==> config.mk <==
export PLATFORM = sky130hd
export DESIGN_NAME = mole_scheduler
export DESIGN_NICKNAME = d
export VERILOG_FILES = /design/src/rtl/mole_scheduler.sv
export SDC_FILE = /design/constraint.sdc
export NUM_CORES = 1
export LEC_CHECK = 0
export ABC_AREA = 1
export BUFFER_PORTS_ARGS = -buffer_cell sky130_fd_sc_hd__buf_2
export CORE_MARGIN = 3
export CORE_UTILIZATION = 60
export CTS_CLUSTER_DIAMETER = 40
export DETAILED_ROUTE_END_ITERATION = 10
export PLACE_DENSITY_LB_ADDON = 0.05
export SYNTH_ARGS = -nofsm -noshare
export SYNTH_HDL_FRONTEND = slang
export SYNTH_SLANG_ARGS = --single-unit
==> constraint.sdc <==
create_clock -name clock_i -period 8.6 [get_ports clock_i]
set_clock_uncertainty 0.15 [all_clocks]
set_input_delay 0.43 -clock clock_i [delete_from_list [all_inputs] [get_ports clock_i]]
set_output_delay 0.43 -clock clock_i [all_outputs]
set_load 0.01 [all_outputs]
==> src/rtl/mole_scheduler.sv <==
// Whack-a-mole in-game controller: spawns, ages and judges moles on a 16-hole board.
// Optional SPEEDUP_EN: cumulative hit count shortens the spawn interval.
module mole_scheduler #(
  parameter int unsigned NUM_HOLES      = 16,
  parameter int unsigned MAX_ACTIVE     = 3,
  parameter int unsigned LIFETIME       = 4,
  parameter int unsigned SPAWN_INTERVAL = 2,
  parameter logic [15:0] LFSR_SEED      = 16'hACE1
) (
  input  logic                 clock_i,
  input  logic                 reset_i,
  input  logic                 tick_i,
  input  logic                 enable_i,
  input  logic [NUM_HOLES-1:0] switches_i,
  output logic [NUM_HOLES-1:0] moles_o,
  output logic [4:0]           hits_o,
  output logic                 escape_o,
  output logic                 wrong_o,
  output logic [4:0]           active_cnt_o
);

  localparam int unsigned HW = (NUM_HOLES > 1) ? $clog2(NUM_HOLES) : 1;
  localparam int unsigned CW = $clog2(LIFETIME + 1);
  localparam int unsigned SW = $clog2(SPAWN_INTERVAL + 1);

  typedef enum logic [1:0] {S_IDLE, S_RUN, S_FLUSH} state_e;

  state_e                 state_q, state_d;
  logic [NUM_HOLES-1:0]   moles_q, moles_d;
  logic [NUM_HOLES-1:0]   sw_q, sw_d;
  logic [CW-1:0]          cnt_q [NUM_HOLES];
  logic [CW-1:0]          cnt_d [NUM_HOLES];
  logic [SW-1:0]          spawn_q, spawn_d;
  logic [15:0]            lfsr_q, lfsr_d;
  logic [4:0]             hits_q, hits_d;
  logic                   escape_q, escape_d;
  logic                   wrong_q, wrong_d;
  logic [4:0]             active_q, active_d;

  logic [NUM_HOLES-1:0]   tog, hit_vec;
  logic [HW-1:0]          pick;
  logic                   found;
  int unsigned            start, probe_pos, interval;

`ifdef SPEEDUP_EN
  logic [7:0]             acc_q, acc_d;
  logic [8:0]             acc_sum;
`endif

  function automatic logic [4:0] popcnt(input logic [NUM_HOLES-1:0] v);
    logic [4:0] c;
    c = '0;
    for (int k = 0; k < NUM_HOLES; k++) c = c + 5'(v[k]);
    return c;
  endfunction

  always_comb begin
    state_d  = state_q;
    moles_d  = moles_q;
    cnt_d    = cnt_q;
    spawn_d  = spawn_q;
    sw_d     = switches_i;
    lfsr_d   = {1'b0, lfsr_q[15:1]} ^ (lfsr_q[0] ? 16'hB400 : 16'h0000);
    hits_d   = '0;
    escape_d = 1'b0;
    wrong_d  = 1'b0;
    tog      = switches_i ^ sw_q;
    hit_vec  = tog & moles_q;
    start    = 32'(lfsr_q[3:0]) % NUM_HOLES;
    probe_pos = 0;
    found    = 1'b0;
    pick     = '0;
`ifdef SPEEDUP_EN
    acc_d    = acc_q;
    acc_sum  = '0;
    interval = (SPAWN_INTERVAL > 32'(acc_q[7:3])) ? SPAWN_INTERVAL - 32'(acc_q[7:3]) : 1;
`else
    interval = SPAWN_INTERVAL;
`endif

    // First free hole at or after start, judged on pre-update occupancy
    for (int i = 0; i < NUM_HOLES; i++) begin
      probe_pos = start + 32'(i);
      if (probe_pos >= NUM_HOLES) probe_pos = probe_pos - NUM_HOLES;
      if (!found && !moles_q[HW'(probe_pos)]) begin
        found = 1'b1;
        pick  = HW'(probe_pos);
      end
    end

    case (state_q)
      S_IDLE: begin
        moles_d = '0;
        if (enable_i) state_d = S_RUN;
      end
      S_RUN: begin
        if (!enable_i) begin
          state_d = S_FLUSH;
          moles_d = '0;
          spawn_d = '0;
          for (int k = 0; k < NUM_HOLES; k++) cnt_d[k] = '0;
        end else begin
          for (int k = 0; k < NUM_HOLES; k++) begin
            if (hit_vec[k]) begin
              moles_d[k] = 1'b0;
              cnt_d[k]   = '0;
            end else if (tick_i && moles_q[k]) begin
              if (cnt_q[k] == CW'(1)) begin
                moles_d[k] = 1'b0;
                cnt_d[k]   = '0;
                escape_d   = 1'b1;
              end else begin
                cnt_d[k] = cnt_q[k] - CW'(1);
              end
            end
          end
          hits_d  = popcnt(hit_vec);
          wrong_d = |(tog & ~moles_q);
          if (tick_i) begin
            if (32'(spawn_q) + 32'd1 >= interval) begin
              spawn_d = '0;
              if (active_q < 5'(MAX_ACTIVE) && found) begin
                moles_d[pick] = 1'b1;
                cnt_d[pick]   = CW'(LIFETIME);
              end
            end else begin
              spawn_d = spawn_q + SW'(1);
            end
          end
`ifdef SPEEDUP_EN
          acc_sum = 9'(acc_q) + 9'(hits_d);
          acc_d   = acc_sum[8] ? 8'hFF : acc_sum[7:0];
`endif
        end
      end
      S_FLUSH: begin
        state_d = S_IDLE;
        moles_d = '0;
        spawn_d = '0;
        for (int k = 0; k < NUM_HOLES; k++) cnt_d[k] = '0;
`ifdef SPEEDUP_EN
        acc_d = '0;
`endif
      end
      default: state_d = S_IDLE;
    endcase
    active_d = popcnt(moles_d);
  end

  always_ff @(posedge clock_i) begin
    if (!reset_i) begin
      state_q  <= S_IDLE;
      moles_q  <= '0;
      sw_q     <= switches_i;
      spawn_q  <= '0;
      lfsr_q   <= LFSR_SEED;
      hits_q   <= '0;
      escape_q <= 1'b0;
      wrong_q  <= 1'b0;
      active_q <= '0;
      for (int k = 0; k < NUM_HOLES; k++) cnt_q[k] <= '0;
`ifdef SPEEDUP_EN
      acc_q    <= '0;
`endif
    end else begin
      state_q  <= state_d;
      moles_q  <= moles_d;
      sw_q     <= sw_d;
      spawn_q  <= spawn_d;
      lfsr_q   <= lfsr_d;
      hits_q   <= hits_d;
      escape_q <= escape_d;
      wrong_q  <= wrong_d;
      active_q <= active_d;
      cnt_q    <= cnt_d;
`ifdef SPEEDUP_EN
      acc_q    <= acc_d;
`endif
    end
  end

  assign moles_o      = moles_q;
  assign hits_o       = hits_q;
  assign escape_o     = escape_q;
  assign wrong_o      = wrong_q;
  assign active_cnt_o = active_q;

endmodule

==> results.md <==
- Outcome: completed
- Leak pwr: 4.40 nW
- Die Footprint: 16200 µm²
- Clock Latency Late Sink: 0.37 ns
- Hpwl dp: 18400 µm
- Maximum vdd drop: 0.390 mV
- Hold Path Class: primary input to flop
- # rows: 43
- Fraction of registers with async set/reset: 0%
- Post-synth EDFFs: 0
- Top_reg_cell synth: dfxtp_1
- CP arrival: 8.03 ns
- #FFs+latches synth: 112
- GPL Wtd Cong: 1.01
- Area occupied by multi-input gates: 5700 µm²
- Synthesis-to-layout area growth: 7.31%
- R2r endpoint: active_cnt_o[2]
- R2R depth: 32
- Util after Layout: 67.1%
- Worst r2r src: lfsr_q[1]
- Slew headroom: 49.2%
- Post-cts gate resize count: 0
- First-pass GRT wire length: 38800 µm
- Cell variety after synth: 54
- I/O Buffers: 47
- Largest net degree at the start of global routing: 50
- CTS tree: built
- Slowest CP cell: dfxtp_1
- Min Tclk post-route: 7.92 ns
- Core area: 14100 µm²
- IO Pins: 48
- Starting density of the core: 62.5%
- Setup ws final: 0.684 ns
- Setup TNS: 0 ns
- Grt ovf: 0
- DRT iter0 DRCs: 751
- Clock Tree Root: clkbuf_16
- Ant diodes: 0
- Layout cell share with drive strength beyond 1: 11.0%
- Hold_sp: switches_i[4]
- RSZ-0062 raised after global routing: no
- Max incr delay on CP: 0.82 ns
- First-pass iteration count of the detailed router: 6
- Setup CP Type: flop to flop
- Buf+Inv Stages, Crit Path: 5
- Syn avg cell area: 6.61 µm²
- Vert. Die Dim: 127 µm
- Required time of the critical path: 8.72 ns
- Final instance area: 9500 µm²
- Post-Route WL: 24300 µm
- Final ANT Viol Nets: 0
- Hold Violations, Final: 0
- Sequential standard cell area: 2240 µm²
- Max Cap Viol: 0
- Clock sink count: 112
- CTS Buffer Depth: 2
- Final setup fails: 0
- Startpoint Class: flop
- Mapped Area: 8850 µm²
- Post-place setup slack: 0.782 ns
- Fmax: 126 MHz
- Gate Count Post-Synth: 1338
- Initial antenna violation count: 0
- Crit path top cell by count: fa_1
- Seq/Total Area, Yosys: 25.3%
- # fillers: 1297
- Hold path cells: 1
- Vias per inst: 5.60
- Clk slew on worst S/H paths: 0.09 ns
- Post-Syn Nets: 1434
- Crit. End Element: flop
- Pwr per Cell Area: 143 nW/µm²
- Pins Over Slew Limit: 0
- Top Family by Delay on Critical Path: adder cells
- Tcrit/Tclk final: 92.0%
- Placed instance area: 9180 µm²
- Nets: 1463
- DIE WIDTH: 127 µm
- Clock buffer count from CTS: 9
- Via count: 8689
- DRC viols: 0
- Worst reg2reg setup slack: 0.68 ns
- Vias in the first global route: 7670
- Post-CTS Setup Bufs: 0
- Synth warnings: 0
- Crit path max fanout: 17
- Hold_buf cts: 0
- # H-tree levels: 3
- Hold EP: sw_q[4]
- Worst-Margin Slew: 0.761 ns
- Avg WL per Cell: 15.7 µm
- Pwr Total: 1.35 mW
- Tot GR Track Use: 30.0%
kinds of logic after synthesis:
family	synth area share, %
xor+xnor	2.56
simple gates	36.9
flops	25.3
fa+ha+maj	12.4
buf+inv	10.3
compound gates	12.4
cells in the mapped netlist (4+ instances only):
master	instances	area (µm²)
xnor2_1	5	43.8
nor2_2	5	31.3
inv_2	7	26.3
nand3_2	7	70.1
nor2_1	86	323
clkbuf_1	25	93.8
o22ai_1	11	68.8
o21ai_0	34	170
buf_6	5	56.3
nand2_2	16	100
nand2_4	4	45.0
nand2_1	370	1390
nand3_1	156	781
o211ai_1	5	37.5
nor3_1	6	30.0
buf_2	4	20.0
or2_2	19	119
nand3b_1	10	75.1
a2111oi_0	4	35.0
xor2_1	19	166
nand4_1	8	50.1
dfxtp_1	112	2240
nor2_4	8	90.1
nor4_1	5	31.3
a21oi_1	87	435
ha_1	56	701
a211oi_1	6	45.0
fa_1	20	400
o21bai_1	4	30.0
a31oi_1	4	25.0
a21boi_0	11	82.6
inv_1	185	694
registers in the layout, summed over array words and instances (netlist names):
signal / cells
wrong_o: 1
sw_q: 16
moles_o: 16
escape_o: 1
lfsr_q: 16
hits_o: 5
spawn_q: 2
cnt_q: 48
active_cnt_o: 5
state_q: 2
worst max path at each step:
stage	cells past startpoint	slack [ns]	end	start
after floorplan	34	2.29	active_cnt_o[2]	lfsr_q[1]
after global placement	34	0.92	active_cnt_o[2]	lfsr_q[1]
after detailed placement	36	0.78	active_cnt_o[2]	lfsr_q[1]
after CTS	36	0.76	active_cnt_o[2]	lfsr_q[1]
after global routing	35	0.13	active_cnt_o[4]	lfsr_q[1]
final	32	0.68	active_cnt_o[2]	lfsr_q[1]
placed cells by master (no fill, tap or decap), types with 6 or more instances in the layout:
master | synthesis | final
nand2_1 | 370 | 370
inv_1 | 185 | 184
nand3_1 | 156 | 156
dfxtp_1 | 112 | 112
a21oi_1 | 87 | 87
nor2_1 | 86 | 85
ha_1 | 56 | 56
buf_2 | 4 | 47
o21ai_0 | 34 | 34
fa_1 | 20 | 20
xor2_1 | 19 | 19
or2_2 | 19 | 19
nand2_2 | 16 | 16
o22ai_1 | 11 | 11
a21boi_0 | 11 | 11
nand3b_1 | 10 | 10
clkbuf_16 | 0 | 9
inv_2 | 7 | 8
nor2_4 | 8 | 8
nand4_1 | 8 | 8
nand3_2 | 7 | 7
nor2_2 | 5 | 6
nor3_1 | 6 | 6
a211oi_1 | 6 | 6
area by class of cell:
type / count / share of cell area, %
Clock buffer: 9 / 2.37
Sequential cell: 112 / 23.6
Timing Repair Buffer: 52 / 2.87
Inverter: 196 / 7.77
Tap cell: 180 / 2.37
Clock inverter: 7 / 0.962
Multi-Input combinational cell: 996 / 60.0
power breakdown:
part           leakage (nW)  total, mW  switching, mW  internal [mW]
registers             0.913      0.548         0.0114          0.537
clock network         0.154      0.445          0.232          0.213
logic                  3.33      0.361          0.275         0.0858
stage by stage:
| stage | cells | hold slack [ns] |
|---|---|---|
| after global placement | 1536 | 0.243 |
| after CTS | 1552 | 0.0196 |
| final | 1552 | 0.0241 |
| after global routing | 1552 | 0.0227 |
| after floorplan | 1338 | 0.240 |
| after detailed placement | 1536 | 0.246 |
layer usage:
layer | track usage [%] | vias to the layer above | wire (µm)
li1 | - | 4367 | -
met1 | 42.7 | 3902 | 10900
met2 | 46.4 | 379 | 10700
met3 | 5.56 | 41 | 2210
met4 | 8.58 | 0 | 564
met5 | 0 | - | 0
Note: power is estimated with default switching activity, not from simulation.
